[config.mk]
export PLATFORM = sky130hd
export DESIGN_NAME = cache_mem_arbiter
export DESIGN_NICKNAME = d
export VERILOG_FILES = /design/src/rtl/cache_mem_arbiter.sv
export SDC_FILE = /design/constraint.sdc
export NUM_CORES = 1
export LEC_CHECK = 0
export CAP_MARGIN = 20
export CORE_MARGIN = 2
export CORE_UTILIZATION = 33
export DETAILED_ROUTE_END_ITERATION = 8
export PLACE_DENSITY_LB_ADDON = 0.25
export SLEW_MARGIN = 30
export SYNTH_ARGS = -nofsm -noshare
export SYNTH_HDL_FRONTEND = slang
export SYNTH_SLANG_ARGS = --single-unit
[constraint.sdc]
create_clock -name clk -period 2.4 [get_ports clk]
set_input_delay 0.24 -clock clk [delete_from_list [all_inputs] [get_ports clk]]
set_output_delay 0.24 -clock clk [all_outputs]
set_load 0.03 [all_outputs]
[src/rtl/cache_mem_arbiter.sv]
// cache_mem_arbiter: sole owner of the shared multi-cycle memory port under the
// I-cache and D-cache. Serialises D write-through and I/D miss fills; a fill is
// eight pipelined word reads of one 16-byte block, with every returned word steered
// to the missing cache together with its word index.
module cache_mem_arbiter #(
  parameter int ADDR_W = 16,
  parameter int DATA_W = 16,
  parameter int WORDS  = 8
) (
  input  logic                     clk,
  input  logic                     rst,
  input  logic                     i_miss_req,
  input  logic [ADDR_W-1:0]        i_miss_addr,
  input  logic                     d_miss_req,
  input  logic [ADDR_W-1:0]        d_miss_addr,
  input  logic                     d_wr_req,
  input  logic [ADDR_W-1:0]        d_wr_addr,
  input  logic [DATA_W-1:0]        d_wr_data,
  output logic                     d_wr_ack,
  output logic                     i_fill_vld,
  output logic                     d_fill_vld,
  output logic [$clog2(WORDS)-1:0] fill_word,
  output logic [DATA_W-1:0]        fill_data,
  output logic                     i_fill_done,
  output logic                     d_fill_done,
  output logic                     fetch_stall,
  output logic                     mem_stall,
  output logic                     mem_enable,
  output logic                     mem_wr,
  output logic [ADDR_W-1:0]        mem_addr,
  output logic [DATA_W-1:0]        mem_wdata,
  input  logic [DATA_W-1:0]        mem_rdata,
  input  logic                     mem_data_vld
);

  // state   | meaning
  // IDLE    | no access in flight; arbitration happens here
  // WRITE   | single-cycle D write-through on the memory port
  // FILL_I  | issuing/receiving the eight reads of an I-cache block
  // FILL_D  | issuing/receiving the eight reads of a D-cache block

  localparam int IDX_W = $clog2(WORDS);
  localparam int OFF_W = IDX_W + 1;
  localparam int BLK_W = ADDR_W - OFF_W;
  localparam logic [IDX_W:0]   ISS_END  = (IDX_W + 1)'(WORDS);
  localparam logic [IDX_W-1:0] RCV_LAST = IDX_W'(WORDS - 1);

  typedef enum logic [1:0] {S_IDLE, S_WRITE, S_FILL_I, S_FILL_D} state_t;

  state_t           state_q, state_d;
  logic [BLK_W-1:0] blk_q, blk_d;
  logic [IDX_W:0]   iss_q, iss_d;
  logic [IDX_W-1:0] rcv_q, rcv_d;
  logic             last_d_q, last_d_d;   // 1: last completed fill was the D-cache

  // Byte offset within the block is irrelevant: fills always cover the whole block.
  logic unused_offset;
  assign unused_offset = ^{i_miss_addr[OFF_W-1:0], d_miss_addr[OFF_W-1:0]};

  // State register; reset aborts any fill in flight.
  always_ff @(posedge clk or negedge rst) begin
    if (!rst) begin
      state_q  <= S_IDLE;
      blk_q    <= '0;
      iss_q    <= '0;
      rcv_q    <= '0;
      last_d_q <= 1'b0;
    end else begin
      state_q  <= state_d;
      blk_q    <= blk_d;
      iss_q    <= iss_d;
      rcv_q    <= rcv_d;
      last_d_q <= last_d_d;
    end
  end

  // Next-state: write beats misses, round-robin between two misses, fills run to completion.
  always_comb begin
    state_d  = state_q;
    blk_d    = blk_q;
    iss_d    = iss_q;
    rcv_d    = rcv_q;
    last_d_d = last_d_q;
    case (state_q)
      S_IDLE: begin
        iss_d = '0;
        rcv_d = '0;
        if (d_wr_req) begin
          state_d = S_WRITE;
        end else if (i_miss_req && (!d_miss_req || last_d_q)) begin
          state_d = S_FILL_I;
          blk_d   = i_miss_addr[ADDR_W-1:OFF_W];
        end else if (d_miss_req) begin
          state_d = S_FILL_D;
          blk_d   = d_miss_addr[ADDR_W-1:OFF_W];
        end
      end
      S_WRITE: state_d = S_IDLE;
      S_FILL_I, S_FILL_D: begin
        if (iss_q < ISS_END) iss_d = iss_q + 1'b1;
        if (mem_data_vld) begin
          if (rcv_q == RCV_LAST) begin
            state_d  = S_IDLE;
            iss_d    = '0;
            rcv_d    = '0;
            last_d_d = (state_q == S_FILL_D);
          end else begin
            rcv_d = rcv_q + 1'b1;
          end
        end
      end
      default: state_d = S_IDLE;
    endcase
  end

  // Outputs: memory access and fill steering decoded from the current state.
  always_comb begin
    d_wr_ack    = 1'b0;
    i_fill_vld  = 1'b0;
    d_fill_vld  = 1'b0;
    fill_word   = '0;
    fill_data   = '0;
    i_fill_done = 1'b0;
    d_fill_done = 1'b0;
    mem_enable  = 1'b0;
    mem_wr      = 1'b0;
    mem_addr    = '0;
    mem_wdata   = '0;
    case (state_q)
      S_WRITE: begin
        mem_enable = 1'b1;
        mem_wr     = 1'b1;
        mem_addr   = d_wr_addr;
        mem_wdata  = d_wr_data;
        d_wr_ack   = 1'b1;
      end
      S_FILL_I, S_FILL_D: begin
        if (iss_q < ISS_END) begin
          mem_enable = 1'b1;
          mem_addr   = {blk_q, iss_q[IDX_W-1:0], 1'b0};
        end
        if (mem_data_vld) begin
          fill_word = rcv_q;
          fill_data = mem_rdata;
          if (state_q == S_FILL_I) begin
            i_fill_vld  = 1'b1;
            i_fill_done = (rcv_q == RCV_LAST);
          end else begin
            d_fill_vld  = 1'b1;
            d_fill_done = (rcv_q == RCV_LAST);
          end
        end
      end
      default: ;
    endcase
  end

  assign fetch_stall = i_miss_req & ~i_fill_done;
  assign mem_stall   = (d_miss_req & ~d_fill_done) | (d_wr_req & ~d_wr_ack);

endmodule
==> flow_summary.toml, run 1 <==
[clock_network]
cts_tree = "done"
cts_hold_buf = 0
clockBufferDepth = 2
htree_levels = 1
root_buffer = "clkbuf_8"
post-cts-setup-buffers = 0
cts_buffers = 3
clk_latency_ns = 0.27
clkTransAtPathRegs_ns = 0.08
cts.sinks = 22

[synthesis]
synth_top_cell_area_share_pct = 35.80
synth-main-ff-cell = "dfrtp_1"
synth_warnings = 0
synth_common_cells = "dfrtp_1, a22o_1, and3_1"
syn_avg_cell_area_um2 = 9.376
synth_seq_cells = 22
yosysMostFrequentCell = "dfrtp_1"
postSynthCellCount = 164
ys_types = 31
ys_seq_area_share_pct = 35.80
syn_nets = 254
synth_edf_count = 0
synth.area.top_cells = "dfrtp_1, a22o_1, and3_1"
synth_largest_area_cell = "dfrtp_1"
synthArstFlopShare_pct = 100.0
syn_area_mm2 = 0.001538

[global_route]
grt_pass1_wl_um = 8038
first_global_vias = 1757
grt_max_degree = 33
grt_overflow = 0
grt_antenna_before_repair = 0
track_usage_pct = 19.02

[worst_setup_path]
path_cells = "buf_4 -> and3_1 -> clkdlybuf4s50_1"
critPathCaptureType = "output port"
critical_path.max_fanout = 20
path_class = "flop to output port"
slowest_stage = "clkdlybuf4s50_1"
critPathBufInv = 2
crit_path_start_kind = "flop"
required_ns = 2.16
slowest_delay_ns = 0.67
crit_arrival_ns = 1.87
critPathTopFamily = "buffers and inverters"

[hold_path]
min_path_type = "primary input to asynchronous set/reset pin"

[power]
p_leak_uw = 0.001348
ir_drop_mv = 0.5665
power_density_mw_per_mm2 = 1106

[outcome]
status = "complete, no violations"

[floorplanning]
start_util_pct = 34.84
die_h_um = 72.26
row_count = 24
dieArea_mm2 = 0.005222
core-area_mm2 = 0.004414
dieWidth_um = 72.26
ios = 146

[drt]
wl_per_cell_um = 14.27
drcViolationCount = 0
vias_per_cell = 5.129
firstDrtPassIters = 4
drtAntennaViolNets = 0
wl_um = 4979
vias = 1790
drt-initial-drc-count = 69

[cells_and_area]
final_util_pct = 66.89
final_nets = 388
num-fill-cells = 375
drive_gt1_share_pct = 19.19
syn2layout_area_growth_pct = 92.03
num_antenna_cells = 0

[sta]
rsz0062_at_grt = "false"
relSlewSlack_pct = 57.99
fin_ws_ns = 0.2948
fin_setup_tns_ns = 0
fin_crit_ns = 2.105
tightestPinTransition_ns = 0.6287
setup_viol = 0
max_freq_mhz = 475.0
finalMaxSlewViolations = 0
hold_viol_final = 0
fin_crit_sh_pct = 87.72
fin_skew_ns = 0.002038

[placement]
gp_congestion = 0.7118
dp_hpwl_um = 3957
port_buffers = 137
pre_cts_slack_ns = 0.2984

[run]
max-cap-violations = 0
-- cell type report --
| class | count | area [um2] | area share [%] |
|---|---|---|---|
| Clock buffer | 3 | 41.29 | 1.398 |
| Multi-Input combinational cell | 123 | 910.9 | 30.85 |
| Inverter | 3 | 11.26 | 0.3814 |
| Sequential cell | 22 | 551.8 | 18.69 |
| Clock inverter | 1 | 30.03 | 1.017 |
| Tap cell | 52 | 65.06 | 2.203 |
| Timing Repair Buffer | 145 | 1343 | 45.47 |
-- registers in the layout, summed over array words and instances (netlist names) --
name      cells
blk_q        12
iss_q         4
rcv_q         3
state_q       2
last_d_q      1
-- worst paths after layout --
path	startpoint	to	slack, ns	cells after the start
max in group asynchronous	rst	state_q[1]$_DFFE_PN0P_	1.84	2
worst min register to register	last_d_q$_DFFE_PN0P_	last_d_q$_DFFE_PN0P_	0.52	1
worst min-delay path	rst	blk_q[6]$_DFFE_PN0P_	0.31	2
worst max register to register	state_q[1]$_DFFE_PN0P_	blk_q[4]$_DFFE_PN0P_	0.47	3
worst max-delay path	state_q[1]$_DFFE_PN0P_	fill_data[6]	0.29	3
min in group clk	last_d_q$_DFFE_PN0P_	last_d_q$_DFFE_PN0P_	0.52	1
-- routing by layer --
metal	share of wire [%]	GRT usage, %	wire length (um)	vias up
li1	-	-	-	879
met1	40	22.71	1984	831
met2	51	34.56	2547	73
met3	8.5	5.556	421	7
met4	0.50	2.516	25	0
met5	0	0	0	-
-- cells in the final DEF, fill, tap and decap left out, types with 2 or more instances in the layout --
cell / count
a21oi_1: 2
nand2b_1: 2
ha_1: 4
dfrtp_1: 21
a21o_1: 3
a22o_1: 21
clkbuf_8: 3
nand2_1: 2
or3_1: 12
nor2_1: 11
o221a_2: 2
mux2_2: 2
buf_4: 43
and3_1: 18
o21ai_0: 3
nor2b_1: 3
clkdlybuf4s50_1: 101
inv_1: 3
o221a_1: 10
and2_1: 17
-- power by group --
group | switching, uW | internal [uW] | leakage [uW]
registers | 184 | 549 | 0.000257
logic | 1160 | 1020 | 0.00105
clock network | 125 | 223 | 0.0000357
-- timing repair --
action,CTS,global route
hold endpoints to repair,0,0
setup endpoints to repair,1,6
resized for setup,1,2
-- through the flow --
| stage | power [uW] | instance area [um2] | instances | hold WS [ns] |
|---|---|---|---|---|
| finish | 3265 | 2953 | 349 | 0.3125 |
| global route | 3474 | 2953 | 349 | 0.3666 |
| CTS | 3292 | 2947 | 349 | 0.3197 |
| detailed placement | 2932 | 2877 | 345 | 0.5027 |
| global placement | 2900 | 2877 | 345 | 0.4934 |
| floorplan | 2084 | 1538 | 164 | -0.05559 |
-- cell families (layout without fill, tap and decap cells) --
family	count (synthesis)	in the layout	share of synthesized area, %
simple gates	73	73	28.40
buf+inv	19	152	5.452
flops	22	22	35.80
mux	2	2	1.465
fa+ha+maj	4	4	3.255
compound gates	44	44	25.63
No activity file was read; power rests on OpenSTA's default activity.
==> inputs of run 2 (changes only) <==
--- a/config.mk
+++ b/config.mk
@@ -10,7 +10,7 @@
 export CORE_UTILIZATION = 33
 export DETAILED_ROUTE_END_ITERATION = 8
 export PLACE_DENSITY_LB_ADDON = 0.25
-export SLEW_MARGIN = 30
+export SLEW_MARGIN = 5
 export SYNTH_ARGS = -nofsm -noshare
 export SYNTH_HDL_FRONTEND = slang
 export SYNTH_SLANG_ARGS = --single-unit
==> constraint.sdc (replaced) <==
create_clock -name clk -period 2.4 [get_ports clk]
set_input_delay 0.24 -clock clk [delete_from_list [all_inputs] [get_ports clk]]
set_output_delay 0.24 -clock clk [all_outputs]
set_load 0.05 [all_outputs]
==> flow_summary.toml, run 2 (synthesis results as in run 1) <==
[outcome]
status = "complete, no violations"

[power]
power_density_mw_per_mm2 = 1285
p_leak_uw = 0.001576
clock_power_share_pct = 5.9
p_int_uw = 2450
comb_power_share_pct = 79.0
p_seq_share_pct = 15.2
power.switching_uw = 2176
ir_drop_mv = 0.9027
swShare_pct = 47.04

[global_route]
grtUsageMet2_pct = 38.53
grt_pass1_wl_um = 9114
grtUsageMet3_pct = 4.444
track_usage_pct = 22.16
first_global_vias = 1830
grt_overflow = 0
grt_antenna_before_repair = 0
grt_max_degree = 32
met1_usage_pct = 28.00
top_usage_layer = "met2"

[cells_and_area]
layout_commonest_cell = "clkdlybuf4s50_1"
final_cell_mix = "clkdlybuf4s50_1, buf_12, dfrtp_1, a22o_1, and3_1"
largest_reg_flops = 12
fin_cells = 348
top_register = "blk_q"
num_antenna_cells = 0
syn2layout_area_growth_pct = 134.1
drive_gt1_share_pct = 27.03
reg_top3 = "blk_q (12), iss_q (4), rcv_q (3)"
final_nets = 387

[drt]
wl_um = 5678
firstDrtPassIters = 4
vias = 1846
drtAntennaViolNets = 0
drcViolationCount = 0
drt-initial-drc-count = 68
vias_per_cell = 5.305
wl_per_cell_um = 16.32

[clock_network]
cts.sinks = 22
post-cts-setup-buffers = 0
cts_buffers = 3
cts_hold_buf = 0
htree_levels = 1
clk_latency_ns = 0.26
root_buffer = "clkbuf_8"
clockBufferDepth = 2
clkTransAtPathRegs_ns = 0.08
cts_tree = "done"
cts-resized-gates = 0

[worst_setup_path]
critPathBufInv = 1
crit_arrival_ns = 1.79
critPathCaptureType = "output port"
required_ns = 2.16
crit_path_start_kind = "flop"
slowest_delay_ns = 0.42
critPathTopFamily = "simple AND/OR/NAND/NOR gates"
crit_path_frequent_cell = "ha_1"
critical_path.max_fanout = 5
path_class = "flop to output port"
slowest_stage = "dfrtp_1"
path_cells = "ha_1 -> ha_1 -> nand3_1 -> nor2_1 -> nor2b_1 -> buf_12"

[sta]
setup_viol = 0
fin_skew_ns = 0.002783
finalMaxSlewViolations = 0
max_freq_mhz = 491.9
tightestPinTransition_ns = 0.6678
relSlewSlack_pct = 55.38
hold_viol_final = 0
fin_crit_ns = 2.033
fin_crit_sh_pct = 84.71
rsz0062_at_grt = "false"
fin_setup_tns_ns = 0

[hold_path]
min_path_type = "primary input to asynchronous set/reset pin"

[floorplanning]
row_count = 24
dieWidth_um = 72.26
core-area_mm2 = 0.004414
die_h_um = 72.26
ios = 146
start_util_pct = 34.84
dieArea_mm2 = 0.005222

[placement]
dp_hpwl_um = 4513
gp_congestion = 0.7792
dp_cells = 344
port_buffers = 137

[run]
max-cap-violations = 0
[run 2: cell types whose count changed in the layout (fill, tap and decap cells not counted), sizes merged]
cell           previous run  this run
bufinv                    1         0
dlygate4sd2               1         0
buf                      43        67
clkdlybuf4s50           101        77
clkbuf                    3         4
[run 2: worst reg2reg max path, delay by kind of cell, from the launching register on]
family | cells | cell delay, ns
AND/OR/NAND/NOR | 2 | 0.98
flip-flops | 1 | 0.48
AO/OA/AOI/OAI | 1 | 0.30
[run 2: area by class of cell]
class	count	area [um2]
Multi-Input combinational cell	123	905.9
Fill cell	247	814.5
Inverter	3	11.26
Timing Repair Buffer	144	2012
Clock buffer	4	55.05
Sequential cell	22	550.5
Tap cell	52	65.06
[run 2: power by group through the flow]
stage / registers (uW) / logic [uW] / clock network (uW)
after global routing: 722 / 3810 / 289
after floorplan: 657 / 1920 / 0
after global placement: 697 / 3600 / 0
final: 701 / 3650 / 271
after CTS: 700 / 3680 / 270
after detailed placement: 704 / 3670 / 0
[run 2: metrics by stage]
stage                     util (%)  hold slack, ns  worst slack (ns)  total power (uW)  area (um2)
after floorplan                  -        -0.05559            0.1820              2574        1538
after global placement       80.30          0.4966            0.4008              4299        3545
after detailed placement     80.30          0.5112            0.3661              4377        3545
after CTS                    81.55          0.3378            0.3771              4647        3600
after global routing         81.55          0.3619            0.2177              4820        3600
final                        81.55          0.3359            0.3670              4626        3600
[run 2: path summary, 6_finish.rpt]
path | slack (ns) | endpoint | depth (start not counted) | start
worst max-delay path | 0.37 | fetch_stall | 6 | rcv_q[0]$_DFFE_PN0P_
worst min-delay path | 0.34 | blk_q[1]$_DFFE_PN0P_ | 2 | rst
worst max register to register | 0.54 | blk_q[10]$_DFFE_PN0P_ | 3 | state_q[0]$_DFFE_PN0P_
worst min register to register | 0.52 | last_d_q$_DFFE_PN0P_ | 1 | last_d_q$_DFFE_PN0P_
max in group asynchronous | 1.84 | rcv_q[0]$_DFFE_PN0P_ | 2 | rst
min in group clk | 0.52 | last_d_q$_DFFE_PN0P_ | 1 | last_d_q$_DFFE_PN0P_
[run 2: layer usage]
metal | up-vias | part of all wire, % | routed length (um)
li1 | 876 | - | -
met1 | 856 | 39 | 2216
met2 | 104 | 52 | 2947
met3 | 10 | 7.7 | 435
met4 | 0 | 1.4 | 78
met5 | - | 0 | 0
